### config.mk
export PLATFORM = sky130hd
export DESIGN_NAME = alu_rs
export DESIGN_NICKNAME = d
export VERILOG_FILES = /design/src/rtl/alu_rs_pkg.sv /design/src/rtl/alu_rs_chk.sv /design/src/rtl/alu_rs_select.sv /design/src/rtl/alu_rs.sv
export SDC_FILE = /design/constraint.sdc
export NUM_CORES = 1
export LEC_CHECK = 0
export ABC_AREA = 1
export CORE_MARGIN = 3
export CORE_UTILIZATION = 55
export CTS_BUF_LIST = sky130_fd_sc_hd__clkbuf_2
export DETAILED_ROUTE_END_ITERATION = 6
export PLACE_DENSITY = 0.77
export SYNTH_ARGS = -nofsm -noshare
export SYNTH_HDL_FRONTEND = slang
export SYNTH_HIERARCHICAL = 1
export SYNTH_SLANG_ARGS = --single-unit
export TNS_END_PERCENT = 100
### constraint.sdc
create_clock -name clk -period 8.1 [get_ports clk]
set_clock_uncertainty 0.05 [all_clocks]
set_input_delay 1.215 -clock clk [delete_from_list [all_inputs] [get_ports clk]]
set_output_delay 1.215 -clock clk [all_outputs]
set_load 0.01 [all_outputs]
### src/rtl/alu_rs_pkg.sv
// Shared types and helpers for the ALU reservation station.
// Define ALU_RS_SLT_EN to add the signed set-less-than op (2-bit stored op field).
package alu_rs_pkg;

  localparam int ROB_WIDTH = 4;
  localparam int DATA_W    = 32;

  typedef enum logic [1:0] {
    OP_ADD = 2'b00,
    OP_SUB = 2'b01,
    OP_SLT = 2'b10,
    OP_RSV = 2'b11
  } alu_op_e;

`ifdef ALU_RS_SLT_EN
  typedef logic [1:0] op_store_t;
`else
  typedef logic [0:0] op_store_t;
`endif

  typedef struct packed {
    logic                 valid;
    logic [ROB_WIDTH-1:0] tag;
    logic [DATA_W-1:0]    data;
  } opd_t;

  typedef struct packed {
    logic                 valid;
    op_store_t            op;
    logic [ROB_WIDTH-1:0] tag;
    logic [1:0]           scale;
    opd_t                 opd0;
    opd_t                 opd1;
  } alu_rs_entry_t;

  function automatic logic tag_match(input opd_t o, input logic cdb_valid,
                                     input logic [ROB_WIDTH-1:0] cdb_tag);
    return !o.valid && cdb_valid && (o.tag == cdb_tag);
  endfunction

  // A waiting operand captures the broadcast value, pre-shifted by its scale.
  function automatic opd_t wake_opd(input opd_t o, input logic cv,
                                    input logic [ROB_WIDTH-1:0] ct,
                                    input logic [DATA_W-1:0] cd, input logic [1:0] sh);
    opd_t r;
    if (tag_match(o, cv, ct)) begin
      r       = o;
      r.valid = 1'b1;
      r.data  = cd << sh;
    end else begin
      r = o;
    end
    return r;
  endfunction

  // Reserved or disabled encodings collapse to ADD.
  function automatic op_store_t encode_op(input logic [1:0] op);
    op_store_t r;
`ifdef ALU_RS_SLT_EN
    case (alu_op_e'(op))
      OP_SUB:  r = 2'b01;
      OP_SLT:  r = 2'b10;
      default: r = 2'b00;
    endcase
`else
    case (alu_op_e'(op))
      OP_SUB:  r = 1'b1;
      default: r = 1'b0;
    endcase
`endif
    return r;
  endfunction

  function automatic logic [DATA_W-1:0] alu_calc(input op_store_t op,
                                                 input logic [DATA_W-1:0] a,
                                                 input logic [DATA_W-1:0] b);
    logic [DATA_W-1:0] r;
`ifdef ALU_RS_SLT_EN
    case (op)
      2'b01:   r = a - b;
      2'b10:   r = {{(DATA_W-1){1'b0}}, ($signed(a) < $signed(b))};
      default: r = a + b;
    endcase
`else
    if (op[0]) begin
      r = a - b;
    end else begin
      r = a + b;
    end
`endif
    return r;
  endfunction

endpackage

### src/rtl/alu_rs_chk.sv
// Input checker for the ALU reservation station: flags op encodings
// the current build (ALU_RS_SLT_EN or not) cannot execute.
module alu_rs_chk (
  input logic       clk,
  input logic       rst_n,
  input logic       in_valid,
  input logic [1:0] in_op
);

`ifdef ALU_RS_SLT_EN
  localparam logic [1:0] MAX_OP = 2'b10;
`else
  localparam logic [1:0] MAX_OP = 2'b01;
`endif

  a_legal_op: assert property (@(posedge clk) disable iff (!rst_n)
                               in_valid |-> (in_op <= MAX_OP))
    else $error("alu_rs: illegal in_op %0b", in_op);

endmodule

### src/rtl/alu_rs_select.sv
// Oldest-ready picker: isolates the lowest set bit of the ready vector
// and reports it both one-hot and as a binary index.
module alu_rs_select #(
  parameter int N     = 4,
  parameter int IDX_W = $clog2(N)
) (
  input  logic [N-1:0]     ready_i,
  output logic [N-1:0]     grant_o,
  output logic [IDX_W-1:0] idx_o,
  output logic             any_o
);

  logic [N-1:0] grant_s;

  // Two's-complement trick keeps only the lowest ready bit.
  always_comb begin
    grant_s = ready_i & (~ready_i + N'(1));
    idx_o   = {IDX_W{1'b0}};
    for (int i = 0; i < N; i++) begin
      idx_o = idx_o | (grant_s[i] ? IDX_W'(i) : {IDX_W{1'b0}});
    end
  end

  assign grant_o = grant_s;
  assign any_o   = |ready_i;

endmodule

### src/rtl/alu_rs.sv
// Integer ALU reservation station: compacting queue (slot 0 oldest), CDB wakeup,
// oldest-ready issue, registered result. ALU_RS_SLT_EN adds signed SLT.
// Tag and data widths are the shared package constants ROB_WIDTH / DATA_W.
module alu_rs
  import alu_rs_pkg::*;
#(
  parameter int N_ENTRY = 4
) (
  input  logic                   clk,
  input  logic                   rst_n,
  input  logic                   flush,
  input  logic                   in_valid,
  output logic                   in_ready,
  input  logic [1:0]             in_op,
  input  logic [1:0]             in_scale,
  input  logic [ROB_WIDTH-1:0]   in_tag,
  input  logic [1:0]             in_opd_valid,
  input  logic [2*ROB_WIDTH-1:0] in_opd_tag,
  input  logic [2*DATA_W-1:0]    in_opd_data,
  input  logic                   cdb_valid,
  input  logic [ROB_WIDTH-1:0]   cdb_tag,
  input  logic [DATA_W-1:0]      cdb_data,
  output logic                   req_valid,
  input  logic                   req_ready,
  output logic                   res_valid,
  output logic [ROB_WIDTH-1:0]   res_tag,
  output logic [DATA_W-1:0]      res_data
);

  localparam int IDX_W = $clog2(N_ENTRY);
  localparam int CNT_W = $clog2(N_ENTRY + 1);

  alu_rs_entry_t        entry_q [N_ENTRY];
  alu_rs_entry_t        entry_d [N_ENTRY];
  alu_rs_entry_t        woken_s [N_ENTRY+1];
  alu_rs_entry_t        new_s;
  logic [CNT_W-1:0]     count_q, count_d, cnt_after_s;
  logic [N_ENTRY-1:0]   ready_s, grant_s;
  logic [IDX_W-1:0]     sel_idx_s;
  logic                 sel_any_s, issue_s, enq_s;
  op_store_t            sel_op_s;
  logic [ROB_WIDTH-1:0] sel_tag_s;
  logic [DATA_W-1:0]    sel_a_s, sel_b_s;
  logic                 res_valid_q;
  logic [ROB_WIDTH-1:0] res_tag_q;
  logic [DATA_W-1:0]    res_data_q;

  // Readiness uses registered operand state only, so a CDB hit issues a cycle later.
  always_comb begin
    for (int i = 0; i < N_ENTRY; i++) begin
      ready_s[i] = entry_q[i].valid && entry_q[i].opd0.valid && entry_q[i].opd1.valid;
    end
  end

  alu_rs_select #(.N(N_ENTRY), .IDX_W(IDX_W)) u_select (
    .ready_i (ready_s),
    .grant_o (grant_s),
    .idx_o   (sel_idx_s),
    .any_o   (sel_any_s)
  );

  assign req_valid = sel_any_s;
  assign issue_s   = sel_any_s && req_ready && !flush;
  assign in_ready  = (count_q < CNT_W'(N_ENTRY)) || issue_s;
  assign enq_s     = in_valid && in_ready && !flush;

  // One-hot mux of the granted entry's execution fields.
  always_comb begin
    sel_op_s  = '0;
    sel_tag_s = '0;
    sel_a_s   = '0;
    sel_b_s   = '0;
    for (int i = 0; i < N_ENTRY; i++) begin
      sel_op_s  = sel_op_s  | (entry_q[i].op        & {$bits(op_store_t){grant_s[i]}});
      sel_tag_s = sel_tag_s | (entry_q[i].tag       & {ROB_WIDTH{grant_s[i]}});
      sel_a_s   = sel_a_s   | (entry_q[i].opd0.data & {DATA_W{grant_s[i]}});
      sel_b_s   = sel_b_s   | (entry_q[i].opd1.data & {DATA_W{grant_s[i]}});
    end
  end

  // Incoming op, including same-cycle wakeup; opd[1] is stored pre-scaled.
  always_comb begin
    new_s            = '0;
    new_s.valid      = 1'b1;
    new_s.op         = encode_op(in_op);
    new_s.tag        = in_tag;
    new_s.scale      = in_scale;
    new_s.opd0.valid = in_opd_valid[0];
    new_s.opd0.tag   = in_opd_tag[ROB_WIDTH-1:0];
    new_s.opd0.data  = in_opd_data[DATA_W-1:0];
    new_s.opd1.valid = in_opd_valid[1];
    new_s.opd1.tag   = in_opd_tag[2*ROB_WIDTH-1:ROB_WIDTH];
    new_s.opd1.data  = in_opd_data[2*DATA_W-1:DATA_W] << in_scale;
    new_s.opd0       = wake_opd(new_s.opd0, cdb_valid, cdb_tag, cdb_data, 2'd0);
    new_s.opd1       = wake_opd(new_s.opd1, cdb_valid, cdb_tag, cdb_data, in_scale);
  end

  // Next queue: wakeup, remove issued slot by shifting younger down, append, flush.
  always_comb begin
    for (int i = 0; i < N_ENTRY; i++) begin
      woken_s[i]      = entry_q[i];
      woken_s[i].opd0 = wake_opd(entry_q[i].opd0, cdb_valid, cdb_tag, cdb_data, 2'd0);
      woken_s[i].opd1 = wake_opd(entry_q[i].opd1, cdb_valid, cdb_tag, cdb_data,
                                 entry_q[i].scale);
    end
    woken_s[N_ENTRY] = '0;
    cnt_after_s = count_q - {{(CNT_W-1){1'b0}}, issue_s};
    for (int i = 0; i < N_ENTRY; i++) begin
      if (flush) begin
        entry_d[i] = '0;
      end else if (enq_s && (CNT_W'(i) == cnt_after_s)) begin
        entry_d[i] = new_s;
      end else if (issue_s && (IDX_W'(i) >= sel_idx_s)) begin
        entry_d[i] = woken_s[i+1];
      end else begin
        entry_d[i] = woken_s[i];
      end
    end
    if (flush) begin
      count_d = '0;
    end else begin
      count_d = cnt_after_s + {{(CNT_W-1){1'b0}}, enq_s};
    end
  end

  // Queue state.
  always_ff @(posedge clk or negedge rst_n) begin
    if (!rst_n) begin
      for (int i = 0; i < N_ENTRY; i++) begin
        entry_q[i] <= '0;
      end
      count_q <= '0;
    end else begin
      for (int i = 0; i < N_ENTRY; i++) begin
        entry_q[i] <= entry_d[i];
      end
      count_q <= count_d;
    end
  end

  // Result register: tag/data hold when nothing issues.
  always_ff @(posedge clk or negedge rst_n) begin
    if (!rst_n) begin
      res_valid_q <= 1'b0;
      res_tag_q   <= '0;
      res_data_q  <= '0;
    end else if (issue_s) begin
      res_valid_q <= 1'b1;
      res_tag_q   <= sel_tag_s;
      res_data_q  <= alu_calc(sel_op_s, sel_a_s, sel_b_s);
    end else begin
      res_valid_q <= 1'b0;
    end
  end

  assign res_valid = res_valid_q;
  assign res_tag   = res_tag_q;
  assign res_data  = res_data_q;

  alu_rs_chk u_chk (
    .clk      (clk),
    .rst_n    (rst_n),
    .in_valid (in_valid),
    .in_op    (in_op)
  );

endmodule

==> results.sh <==
export IMPL_post_synth_inst_count=4494
export IMPL_final_period_utilization_pct=67.6
export IMPL_synthesis_yosys_warnings=6
export IMPL_count_of_flip_flops_with_a_built_in_enable_after_synthesis=0
export IMPL_numClockSinks=368
export IMPL_cap_violations=0
export IMPL_final_wirelength_mm=112
export IMPL_floorplan_io_pins=163
export IMPL_synth_commonest_cells="sky130_fd_sc_hd__nand2_1, sky130_fd_sc_hd__o21ai_0, sky130_fd_sc_hd__inv_1, sky130_fd_sc_hd__dfrtp_1, sky130_fd_sc_hd__nand3_1"
export IMPL_final_hold_viol_count=0
export IMPL_grt_overall_usage_pct=40.1
export IMPL_htree_levels=3
export IMPL_tritoncts="yes"
export IMPL_cts_path_max_buffers=3
export IMPL_rsz0062_at_grt="false"
export IMPL_clk_transition_reported_paths_ns=0.09
export IMPL_synth_nets=4661
export IMPL_netlist_cell_type_count=49
export IMPL_timing_critical_path_to_type="flip-flop"
export IMPL_r2r_end="res_data[31]"
export IMPL_r2r_setup_slack_ns=2.62
export IMPL_number_of_cell_instances_on_the_worst_register_to_register_path=27
export IMPL_rows=82
export IMPL_final_gp_congestion=0.990
export IMPL_drt_pass1_iter_count=7
export IMPL_share_of_layout_cells_above_drive_strength_1_pct=6.62
export IMPL_synth_sequential_area_ratio_pct=32.4
export IMPL_synth_top_area_share_pct=32.4
export IMPL_postSynth_topFlopCell="sky130_fd_sc_hd__dfrtp_1"
export IMPL_worstSetupPathType="reg -> reg"
export IMPL_tns_ns=0
export IMPL_max_slew_margin_pct=14.6
export IMPL_grt_max_degree=145
export IMPL_place_hpwl_mm=72.7
export IMPL_fin_crit_ns=5.48
export IMPL_cp_required_ns=9.04
export IMPL_cts_root_buffer="sky130_fd_sc_hd__clkbuf_2"
export IMPL_cts_hold_repair_buffers=1
export IMPL_yosys_top_cells_area="sky130_fd_sc_hd__dfrtp_1, sky130_fd_sc_hd__nand2_1, sky130_fd_sc_hd__o21ai_0, sky130_fd_sc_hd__nand3_1, sky130_fd_sc_hd__inv_1"
export IMPL_post_route_util_pct=61.2
export IMPL_die_area_um2=54400
export IMPL_report_final_slew_viol_count=0
export IMPL_route_detailed_wl_per_inst_um=21.5
export IMPL_failed_checks="DRC"
export IMPL_ys_ff_latch=368
export IMPL_core_box_area_um2=50600
export IMPL_synthMostInstantiatedCell="sky130_fd_sc_hd__nand2_1"
export IMPL_cts_resized_gates=0
export IMPL_synthesized_cell_area_um2=28400
export IMPL_fp_dieH_um=233
export IMPL_portBuffers=162
export IMPL_route_antenna_remaining_nets=0
export IMPL_cell_type_contributing_the_most_total_cell_area_after_synthesis="sky130_fd_sc_hd__dfrtp_1"
export IMPL_nets=4661
export IMPL_tritoncts_buffers=102
export IMPL_p_leak_nw=15.5
export IMPL_worst_hold_path_type="reg -> reg"
export IMPL_number_of_antenna_violations_at_the_first_check_in_global_routing=2
export IMPL_power_mw=5.52
export IMPL_peakVddDrop_mv=0.0925
export IMPL_clock_latency_at_the_later_pin_of_the_worst_skew_pair_ns=1.18
export IMPL_n_fill_cell=5032
export IMPL_postCtsSetupBuffers=0
export IMPL_timing_critical_path_from_type="flip-flop"
export IMPL_dr_first_iter_drc_count=4476
export IMPL_timing_rr_start="entry_q[327]"
export IMPL_post_synth_cell_area_avg_um2=6.32
export IMPL_outcome="finished with violations"
export IMPL_grt_pass1_wl_mm=168
export IMPL_initial_util_pct=56.2
export IMPL_dr_total_vias=32200
export IMPL_synthArstFlopShare_pct=100
export IMPL_floorplan_die_width_um=233
export IMPL_critPathLaunch="entry_q[327]"
export IMPL_syn_to_final_growth_pct=8.95
export IMPL_timing_final_setup_violations=0
export IMPL_worstMarginPinSlew_ns=1.28
export IMPL_grt_pass1_vias=29800
export IMPL_via_density_per_instance=6.16
export IMPL_critical_path_maximum_fanout=26
export IMPL_endpoint="res_data[31]"
export IMPL_drc=13
export IMPL_power_per_cell_area_nw_per_um2=178
export IMPL_global_route_overflow_total=0
export IMPL_achievable_frequency_mhz=183
export IMPL_arrival_time_at_the_worst_endpoint_ns=6.42
## metrics by stage
step	cell area, um2	setup WS (ns)	std cells	hold slack [ns]
floorplan	28400	3.82	4494	0.399
global placement	30100	2.55	5061	0.411
detailed placement	30100	2.49	5061	0.415
CTS	30900	2.87	5231	0.438
global route	30900	2.32	5233	0.456
finish	30900	2.62	5233	0.437
## cell usage in the layout, fill, tap and decap left out, types with 22 or more instances in the layout
cell type / instances
sky130_fd_sc_hd__clkdlybuf4s50_1: 161
sky130_fd_sc_hd__o21ai_1: 22
sky130_fd_sc_hd__o211ai_1: 102
sky130_fd_sc_hd__clkbuf_2: 148
sky130_fd_sc_hd__ha_1: 42
sky130_fd_sc_hd__a22o_1: 34
sky130_fd_sc_hd__o21ai_0: 602
sky130_fd_sc_hd__nand3_1: 357
sky130_fd_sc_hd__xor2_1: 23
sky130_fd_sc_hd__o221ai_1: 32
sky130_fd_sc_hd__o2111ai_1: 29
sky130_fd_sc_hd__a21oi_1: 163
sky130_fd_sc_hd__buf_4: 54
sky130_fd_sc_hd__or2_2: 29
sky130_fd_sc_hd__dfrtp_1: 364
sky130_fd_sc_hd__o22ai_1: 80
sky130_fd_sc_hd__nor2_1: 260
sky130_fd_sc_hd__nand2_1: 1472
sky130_fd_sc_hd__nor3_1: 27
sky130_fd_sc_hd__inv_1: 388
## sequential cells by signal, indices dropped and copies added, names as in the netlist
register   cells
entry_q      328
count_q        3
res_valid      1
res_data      32
res_tag        4
## layout make-up
cell class / count / area [um2] / area share [%]
Clock inverter: 21 / 141 / 0.457
Clock buffer: 148 / 741 / 2.39
Antenna cell: 2 / 5.00 / 0.0162
Tap cell: 672 / 841 / 2.72
Sequential cell: 368 / 9210 / 29.8
Inverter: 410 / 1540 / 4.98
Timing Repair Buffer: 220 / 2100 / 6.79
Multi-Input combinational cell: 3392 / 16400 / 52.9
## report_power, final
| group | internal (mW) | switching, mW |
|---|---|---|
| clock network | 0.546 | 0.853 |
| logic | 0.684 | 1.29 |
| registers | 2.03 | 0.121 |
| total | 3.26 | 2.26 |
## worst max-delay path: stages (launching register included)
cell                       delay, ns
sky130_fd_sc_hd__dfrtp_1        0.33
sky130_fd_sc_hd__inv_1          0.05
sky130_fd_sc_hd__nor3_2         0.72
sky130_fd_sc_hd__nor2_4         0.06
sky130_fd_sc_hd__nand3_2        0.11
sky130_fd_sc_hd__inv_2          0.29
sky130_fd_sc_hd__buf_4          0.39
sky130_fd_sc_hd__nand2_1        0.11
sky130_fd_sc_hd__nand2_1        0.05
sky130_fd_sc_hd__nor2_1         0.58
sky130_fd_sc_hd__nand2_1        0.15
sky130_fd_sc_hd__nor2_1         0.24
sky130_fd_sc_hd__and2_1         0.16
sky130_fd_sc_hd__nand2_1        0.09
sky130_fd_sc_hd__nor2_4         0.14
sky130_fd_sc_hd__a21oi_1        0.09
sky130_fd_sc_hd__xor2_1         0.19
sky130_fd_sc_hd__ha_1           0.39
sky130_fd_sc_hd__inv_1          0.15
sky130_fd_sc_hd__o21bai_1       0.10
sky130_fd_sc_hd__nand3_1        0.07
sky130_fd_sc_hd__nand2_1        0.06
sky130_fd_sc_hd__nor2_1         0.12
sky130_fd_sc_hd__nand2_1        0.06
sky130_fd_sc_hd__a21oi_1        0.23
sky130_fd_sc_hd__nand3_1        0.11
sky130_fd_sc_hd__nand3_1        0.13
sky130_fd_sc_hd__nand2_1        0.06
## worst min-delay path by stage
stage                      start            to  slack [ns]  depth (start not counted)
global route        entry_q[310]  entry_q[310]        0.46                          2
detailed placement  entry_q[277]  entry_q[277]        0.42                          2
CTS                 entry_q[310]  entry_q[310]        0.44                          2
global placement    entry_q[275]  entry_q[275]        0.41                          2
floorplan           entry_q[277]  entry_q[277]        0.40                          2
finish              entry_q[310]  entry_q[310]        0.44                          2
## routing by layer
metal / up-vias / global-route usage [%] / part of all wire [%]
met4: 2 / 23.8 / 6.2
met2: 2292 / 60.1 / 42
li1: 14900 / - / -
met3: 533 / 12.9 / 14
met5: - / 0 / 0.012
met1: 14500 / 50.7 / 37
## cell families after synthesis
logic type	after synthesis	synth area share, %
simple gates	2207	32.0
fa+ha+maj	43	1.92
mux	3	0.106
flops	368	32.4
compound gates	1102	22.2
buf+inv	734	10.2
xor+xnor	37	1.14
(Power assumes the default switching activity.)
